File: src/rtl/step_counter_pkg.sv
// ============================================================================
// Module  : step_counter_pkg
// Purpose : Shared encodings for the step counter and its adder.
//           MODE_* values are stored in the mode register.
//           DIR_* values are carried on the up/down direction input.
// Ports   : none (package)
// Revision: 1.0  initial release
// ============================================================================
`default_nettype none

package step_counter_pkg;

   localparam logic MODE_WRAP = 1'b0;
   localparam logic MODE_SAT  = 1'b1;
   localparam logic DIR_UP    = 1'b1;
   localparam logic DIR_DN    = 1'b0;

   // Per-edge action chosen by the priority mux; reset is handled separately.
   typedef enum logic [1:0] {
      ACT_HOLD  = 2'd0,
      ACT_LOAD  = 2'd1,
      ACT_COUNT = 2'd2
   } act_e;

endpackage

`default_nettype wire

File: src/rtl/step_counter_step_adder.sv
// ============================================================================
// Module  : step_adder
// Purpose : Combinational WIDTH-bit adder/subtractor. It replaces the fixed +1
//           incrementer with a parametrised step.
// Ports   : a    in  WIDTH  first operand
//           b    in  WIDTH  second operand (unsigned magnitude)
//           sub  in  1      1 = a-b, 0 = a+b
//           s    out WIDTH  result modulo 2^WIDTH
//           cb   out 1      carry out (add) or borrow out (subtract)
// Revision: 1.0  initial release
// ============================================================================
`default_nettype none

module step_adder #(
   parameter int WIDTH = 8
) (
   input  logic [WIDTH-1:0] a,
   input  logic [WIDTH-1:0] b,
   input  logic             sub,
   output logic [WIDTH-1:0] s,
   output logic             cb
);

   logic [WIDTH:0] ext;

   // The result is computed one bit wider. The extra MSB is the carry for an add.
   // For a subtract it is the borrow, because the zero-extended difference wraps negative.
   always_comb begin
      if (sub) begin
         ext = {1'b0, a} - {1'b0, b};
      end else begin
         ext = {1'b0, a} + {1'b0, b};
      end
   end

   assign s  = ext[WIDTH-1:0];
   assign cb = ext[WIDTH];

endmodule

`default_nettype wire

File: src/rtl/step_counter.sv
// ============================================================================
// Module  : step_counter
// Purpose : Registered up/down counter with programmable step, synchronous
//           load, wrap/saturate mode register, OVF/UNF pulses and terminal count.
// Ports   : clk     in  1      rising-edge clock
//           rst_n   in  1      synchronous reset, active-low
//           en      in  1      count enable
//           up      in  1      direction (1 up, 0 down)
//           step    in  WIDTH  step magnitude
//           load    in  1      load d (overrides en)
//           d       in  WIDTH  load value
//           sat_wr  in  1      write sat_in into mode register
//           sat_in  in  1      new mode (0 wrap, 1 saturate)
//           tc_val  in  WIDTH  terminal-count compare value
//           q       out WIDTH  current count
//           ovf     out 1      pulse: up step passed all-ones
//           unf     out 1      pulse: down step passed zero
//           tc      out 1      q == tc_val (registered with q)
//           sat     out 1      current mode
// Revision: 1.0  initial release
// ============================================================================
`default_nettype none

module step_counter
   import step_counter_pkg::*;
#(
   parameter int               WIDTH   = 8,
   parameter logic [WIDTH-1:0] RST_VAL = '0,
   parameter logic             SAT_DEF = 1'b0
) (
   input  logic             clk,
   input  logic             rst_n,
   input  logic             en,
   input  logic             up,
   input  logic [WIDTH-1:0] step,
   input  logic             load,
   input  logic [WIDTH-1:0] d,
   input  logic             sat_wr,
   input  logic             sat_in,
   input  logic [WIDTH-1:0] tc_val,
   output logic [WIDTH-1:0] q,
   output logic             ovf,
   output logic             unf,
   output logic             tc,
   output logic             sat
);

   logic [WIDTH-1:0] sum;
   logic             cb;
   act_e             act;
   logic [WIDTH-1:0] q_next;
   logic             ovf_next;
   logic             unf_next;

   step_adder #(.WIDTH(WIDTH)) u_adder (
      .a   (q),
      .b   (step),
      .sub (up == DIR_DN),
      .s   (sum),
      .cb  (cb)
   );

   // Load has priority over counting.
   always_comb begin
      if (load) begin
         act = ACT_LOAD;
      end else if (en) begin
         act = ACT_COUNT;
      end else begin
         act = ACT_HOLD;
      end
   end

   // The clamp uses the mode register as it is before this edge.
   // A mode write in the same cycle therefore takes effect from the next edge.
   always_comb begin
      q_next   = q;
      ovf_next = 1'b0;
      unf_next = 1'b0;
      case (act)
         ACT_LOAD: q_next = d;
         ACT_COUNT: begin
            if (cb) begin
               if (up == DIR_UP) begin
                  ovf_next = 1'b1;
               end else begin
                  unf_next = 1'b1;
               end
               if (sat == MODE_SAT) begin
                  q_next = (up == DIR_UP) ? {WIDTH{1'b1}} : {WIDTH{1'b0}};
               end else begin
                  q_next = sum;
               end
            end else begin
               q_next = sum;
            end
         end
         default: q_next = q;
      endcase
   end

   always_ff @(posedge clk) begin
      if (!rst_n) begin
         q   <= RST_VAL;
         ovf <= 1'b0;
         unf <= 1'b0;
         tc  <= (RST_VAL == tc_val);
         sat <= SAT_DEF;
      end else begin
         q   <= q_next;
         ovf <= ovf_next;
         unf <= unf_next;
         tc  <= (q_next == tc_val);
         if (sat_wr) begin
            sat <= sat_in;
         end
      end
   end

endmodule

`default_nettype wire

File: config.mk
export PLATFORM = sky130hd
export DESIGN_NAME = step_counter
export DESIGN_NICKNAME = d
export VERILOG_FILES = /design/src/rtl/step_counter_pkg.sv /design/src/rtl/step_counter_step_adder.sv /design/src/rtl/step_counter.sv
export SDC_FILE = /design/constraint.sdc
export NUM_CORES = 1
export LEC_CHECK = 0
export CORE_ASPECT_RATIO = 0.9
export CORE_MARGIN = 1.5
export CORE_UTILIZATION = 45
export CTS_CLUSTER_DIAMETER = 40
export DETAILED_ROUTE_END_ITERATION = 10
export PLACE_DENSITY = 0.81
export SYNTH_ARGS = -nofsm -noshare
export SYNTH_HDL_FRONTEND = slang
export SYNTH_HIERARCHICAL = 1
export SYNTH_SLANG_ARGS = --single-unit
export TNS_END_PERCENT = 1
File: constraint.sdc
create_clock -name clk -period 3.85 [get_ports clk]
set_clock_uncertainty 0.1 [all_clocks]
set_input_delay 0.77 -clock clk [delete_from_list [all_inputs] [get_ports clk]]
set_output_delay 0.77 -clock clk [all_outputs]
set_load 0.01 [all_outputs]
### After elaboration in Yosys (flattened, before gate mapping)

Cells that the tools add are included.

| operators by class | value |
|---|---|
| add/sub/neg operators | 2 |
| $mul | 0 |
| div/mod/pow operators | 0 |
| magnitude comparators | 0 |
| equality and inequality tests | 3 |
| shifts and indexed selects | 0 |
| muxes and demuxes | 10 |
| bitwise logic cells | 0 |
| reductions and logical operators | 2 |

Operators with widths:

| kind | number |
|---|---|
| $mux 8 | 3 |
| $pmux 8 s2 | 1 |
| $add 8x8->9 | 1 |
| $mux 9 | 1 |
| $sub 8x8->9 | 1 |
| $eq 8x8->1 | 1 |
| $logic_not 8->1 | 1 |
| $mux 2 | 2 |
| $mux 1 | 3 |
| $reduce_and 3->1 | 1 |
| $eq 2x1->1 const B | 1 |
| $eq 2x2->1 const B | 1 |

| storage, ports and cells | value |
|---|---|
| bits in registers | 12 |
| bits in latches | 0 |
| bits in writable memories | 0 |
| memory bits (read-only) | 0 |
| input bits | 31 |
| output and inout bits | 12 |
| word-level logic and storage cells | 22 |
| memories | 0 |

### Longest topological paths before layout

| depth | value |
|---|---|
| depth after elaboration | 7 |
| mapped depth | 15 |
| depth with buffers taken out | 15 |

### Hierarchy

Netlist, hierarchy kept.

By module, submodules not included:

| module | instances | cells an instance | area an instance (µm²) | sequential area each (µm²) |
|---|---|---|---|---|
| step_counter | 1 | 75 | 639.4 | 240.2 |
| step_adder | 1 | 72 | 559.3 | 0.0 |

### Least setup slack after synthesis

No wires, ideal clock.

| timing path | value |
|---|---|
| path kind | input to register |
| start | input step[0] |
| end | register tc |
| setup time | 0.087 ns |
| arrival time | 3.361 ns |
| required time | 3.663 ns |
| slack | 0.302 ns |
| cell stages on the path | 14 |
| path buffers | 0 |
| cell sequence | inv_1 > ha_1 > mux2_2 > fa_1 > nor2b_4 > o2111ai_2 > a32oi_2 > xnor2_1 > nand2_1 > a211oi_2 > nor3_1 > a21oi_1 > nand4_1 > o31ai_1 |

| on the way | value |
|---|---|
| elaborated cells between the ends (all ways) | 8 |
| those cells by class | add/sub (2); eq/ne (1); mux (5) |

RTL lines:

| what | RTL line | RTL |
|---|---|---|
| start, declared | step_counter.sv:35 | `input logic [WIDTH-1:0] step,` |
| $sub 8x8->9 or $add 8x8->9 (tied branches) | step_counter_step_adder.sv:30, step_counter_step_adder.sv:32 |  |
| $mux 9 (*) | step_counter_step_adder.sv:29 | `if (sub) begin` |
| named net cb | step_counter.sv:49 | `logic cb;` |
| $mux 8 (*) | step_counter.sv:83 | `if (cb) begin` |
| $pmux 8 s2 (*) | step_counter.sv:80 | `case (act)` |
| $eq 8x8->1 (*) | step_counter.sv:113 | `tc <= (q_next == tc_val);` |
| $mux 1 (*) | step_counter.sv:103 | `if (!rst_n) begin` |
| end signal, assigned | step_counter.sv:107 | `tc <= (RST_VAL == tc_val);` |
| end signal, assigned | step_counter.sv:113 |  |
| end, declared | step_counter.sv:44 | `output logic tc,` |

Mark *: on every way through the listed nets, which the timed path passes. The rest lies on a longest branch.
A chain may end at the register's enable or synchronous reset.

### Final worst setup path

| timing path | value |
|---|---|
| start | input step[3] |
| end | register tc |

Same word-level chain as after synthesis.

==> out/qor.txt <==
Status: complete, no violations
Slew Viols, Final: 0
Worst-Skew Late Latency: 280 ps
Least-Margin Pin Slew: 354 ps
Pleak: 0.000801 uW
HPWL Detailed: 2890 microns
Fillers: 204
R2R Setup Slk: 790 ps
DR vias/cell: 5.66
Initial antenna violation count: 0
Yosys reg bits: 12
Final Hold Viols: 0
DP Worst Slack: -509 ps
Max-cap viol count: 0
Synth unique cells: 41
N_diodes: 0
Syn Nets: 188
Worst-path fanout max: 7
Hold_sp: sat
Clk Tree Root Cell: clkbuf_4
Yosys warning total: 6
Post-Syn Instances: 147
Die ar.: 2980 sq um
FP Rows: 17
GR Overflow Total: 0
Worst setup path class: input port to flop
CP arrival: 3810 ps
First-pass GRT wire length: 5880 microns
Async S/R FF share, synth: 0%
Worst slew margin: 76.3%
Hold-critical path depth: 2
IO Port Bufs: 42
WP data required: 3950 ps
Capturing point of the worst reg2reg path: tc
Min-delay worst type: flop to flop
Vias in the first global route: 1,340
Drt initial violations: 43
TritonCTS clock tree: yes
CTS Buffer Depth: 2
Die Y: 52.0 microns
P per Cell Area: 318 nW/um^2
FF-to-FF path depth: 13
Final min period: 3710 ps
Final period utilization: 96.5%
Ports: 43
# setup viols final: 0
Routed WL: 3850 microns
Post-synthesis sequential area ratio: 20.0%
Setup WS post-layout: 136 ps
Ys flop type: dfxtp_1
CTS Hold Bufs: 0
Setup TNS Final: 0 ps
Setup crit end kind: flop
VDD IR max: 261 uV
Synthesized area: 1200 sq um
Hold EP: sat
DR WL/cell: 16.3 microns
Syn Area/Cell: 8.15 sq um
Critical Path Start Type: input port
Final #Nets: 250
Layout cell share with drive strength beyond 1: 23.1%
Num CTS Buffers: 3
Effective utilization at floorplan: 48.2%
Layout Area Growth over Synthesis: 56.1%
Clock-pin slew on the worst setup and hold paths: 80 ps
Routed Antenna Nets: 0
Residual DRC: 0
H-tree Lvls: 1
F_max: 0.269 GHz
1st-pass router iterations: 4
Pin count of the biggest net entering global routing: 13
Core area: 2490 sq um
Die width: 57.4 microns
Post-synth EDFFs: 0
GR Util All Layers: 25.5%
Critical Path Start: step[3]
# clock sinks: 12
Via count: 1,335
Routability cong.: 0.872
R2R Path Start: q[0]
[synthesized netlist by cell type, drive strengths merged (2+ instances only)]
cell     count  area share (%)
xnor2       16              12
a21oi       12             5.0
dfxtp       12              20
nand2       12             3.8
inv         11             3.4
nor2        10             3.8
ha           9             9.4
nor3         9             5.1
o22ai        8             5.7
and2         7             3.7
o21ai        4             1.7
nand3        3             1.3
nor2b        3             2.2
xor2         3             2.2
a21o         2             1.3
a31oi        2             1.6
and3         2             1.0
buf          2             1.9
mux2i        2             1.7
nand2b       2             1.0
o2111ai      2             2.0
o21a         2             1.3
[layer usage]
metal | up-vias | GRT usage (%) | share of wire [%]
met4 | 0 | 9.69 | 3.0
met5 | - | 0 | 0
met2 | 51 | 47.9 | 51
met1 | 629 | 29.3 | 41
met3 | 14 | 3.23 | 5.6
li1 | 641 | - | -
[what timing repair did]
item                       in CTS  in global routing
gates resized for setup         6                 16
pin swaps                       9                 14
setup endpoints to repair       1                  1
cloned                          0                  0
buffers inserted                2                  2
hold endpoints to repair        0                  0
[stage by stage]
stage                     instances  util (%)  hold slack, ps  total power, uW  area [sq um]
after floorplan                 147         -             457              327          1200
after global placement          228      69.6             453              433          1730
after detailed placement        228      69.6             449              446          1730
after CTS                       234      72.3             464              558          1800
after global routing            236      75.2             484              633          1870
final                           236      75.2             465              595          1870
[sequential cells by signal, indices dropped and copies added, names as in the netlist]
register  flops
ovf           1
q             8
sat           1
tc            1
unf           1
[cell families after synthesis]
group / share of synthesized area (%)
buffers and inverters: 5.64
AO/OA/AOI/OAI: 22.1
XOR/XNOR: 13.9
multiplexers: 2.61
adder cells (fa/ha/maj): 11.1
flip-flops: 20.0
AND/OR/NAND/NOR: 24.6
[layout by cell type, fill, tap and decap left out, types with 2 or more instances in the layout]
master	Yosys	layout
clkdlybuf4s50_1	0	38
buf_4	0	17
xnor2_1	16	15
nand2_1	12	12
dfxtp_1	12	12
inv_1	11	10
nor2_1	9	8
and2_1	7	7
ha_1	9	7
a21oi_2	0	6
nor3_1	7	6
a21oi_1	12	6
o22ai_1	5	5
o22ai_2	3	3
nand3_1	3	3
clkbuf_4	0	3
o21ai_0	4	3
xor2_1	3	3
nand2b_1	2	2
mux2i_1	2	2
nor2b_1	2	2
dlygate4sd2_1	0	2
dlymetal6s2s_1	0	2
a21o_1	2	2
nor3_2	1	2
o21a_1	2	2
ha_2	0	2
[critical path, cell delays in order]
cell and delay, ps:
clkdlybuf4s50_1 500, nor2_1 200, a21oi_2 80, xnor2_1 210, ha_2 340, a21o_1 160
nand2_1 90, a32oi_2 130, xnor2_2 180, and3_4 200, nor2_4 230, a21oi_2 110
xnor2_1 210, nand4_1 150, o31ai_1 230
[where the power goes]
group	total, uW	switching [uW]	internal, uW
registers	146	11.5	135
clock network	101	43.7	57.6
logic	347	170	177
total	595	226	369
[cell type report]
class / instances / area, sq um / share of cell area, %
inverter: 11 / 41.3 / 2.21
timing repair buffer: 60 / 562 / 30.0
tap: 28 / 35.0 / 1.87
sequential: 12 / 240 / 12.8
clock buffer: 4 / 36.3 / 1.94
multi-input combinational: 121 / 956 / 51.1
[worst max-delay path by stage]
stage | end | slack, ps
6_report | tc | 140
5_1_grt | tc | -20
4_1_cts | tc | 180
3_5_place_dp | tc | -510
3_3_place_gp | tc | -290
2_1_floorplan | tc | 300
Note: power is estimated with default switching activity, not from simulation.
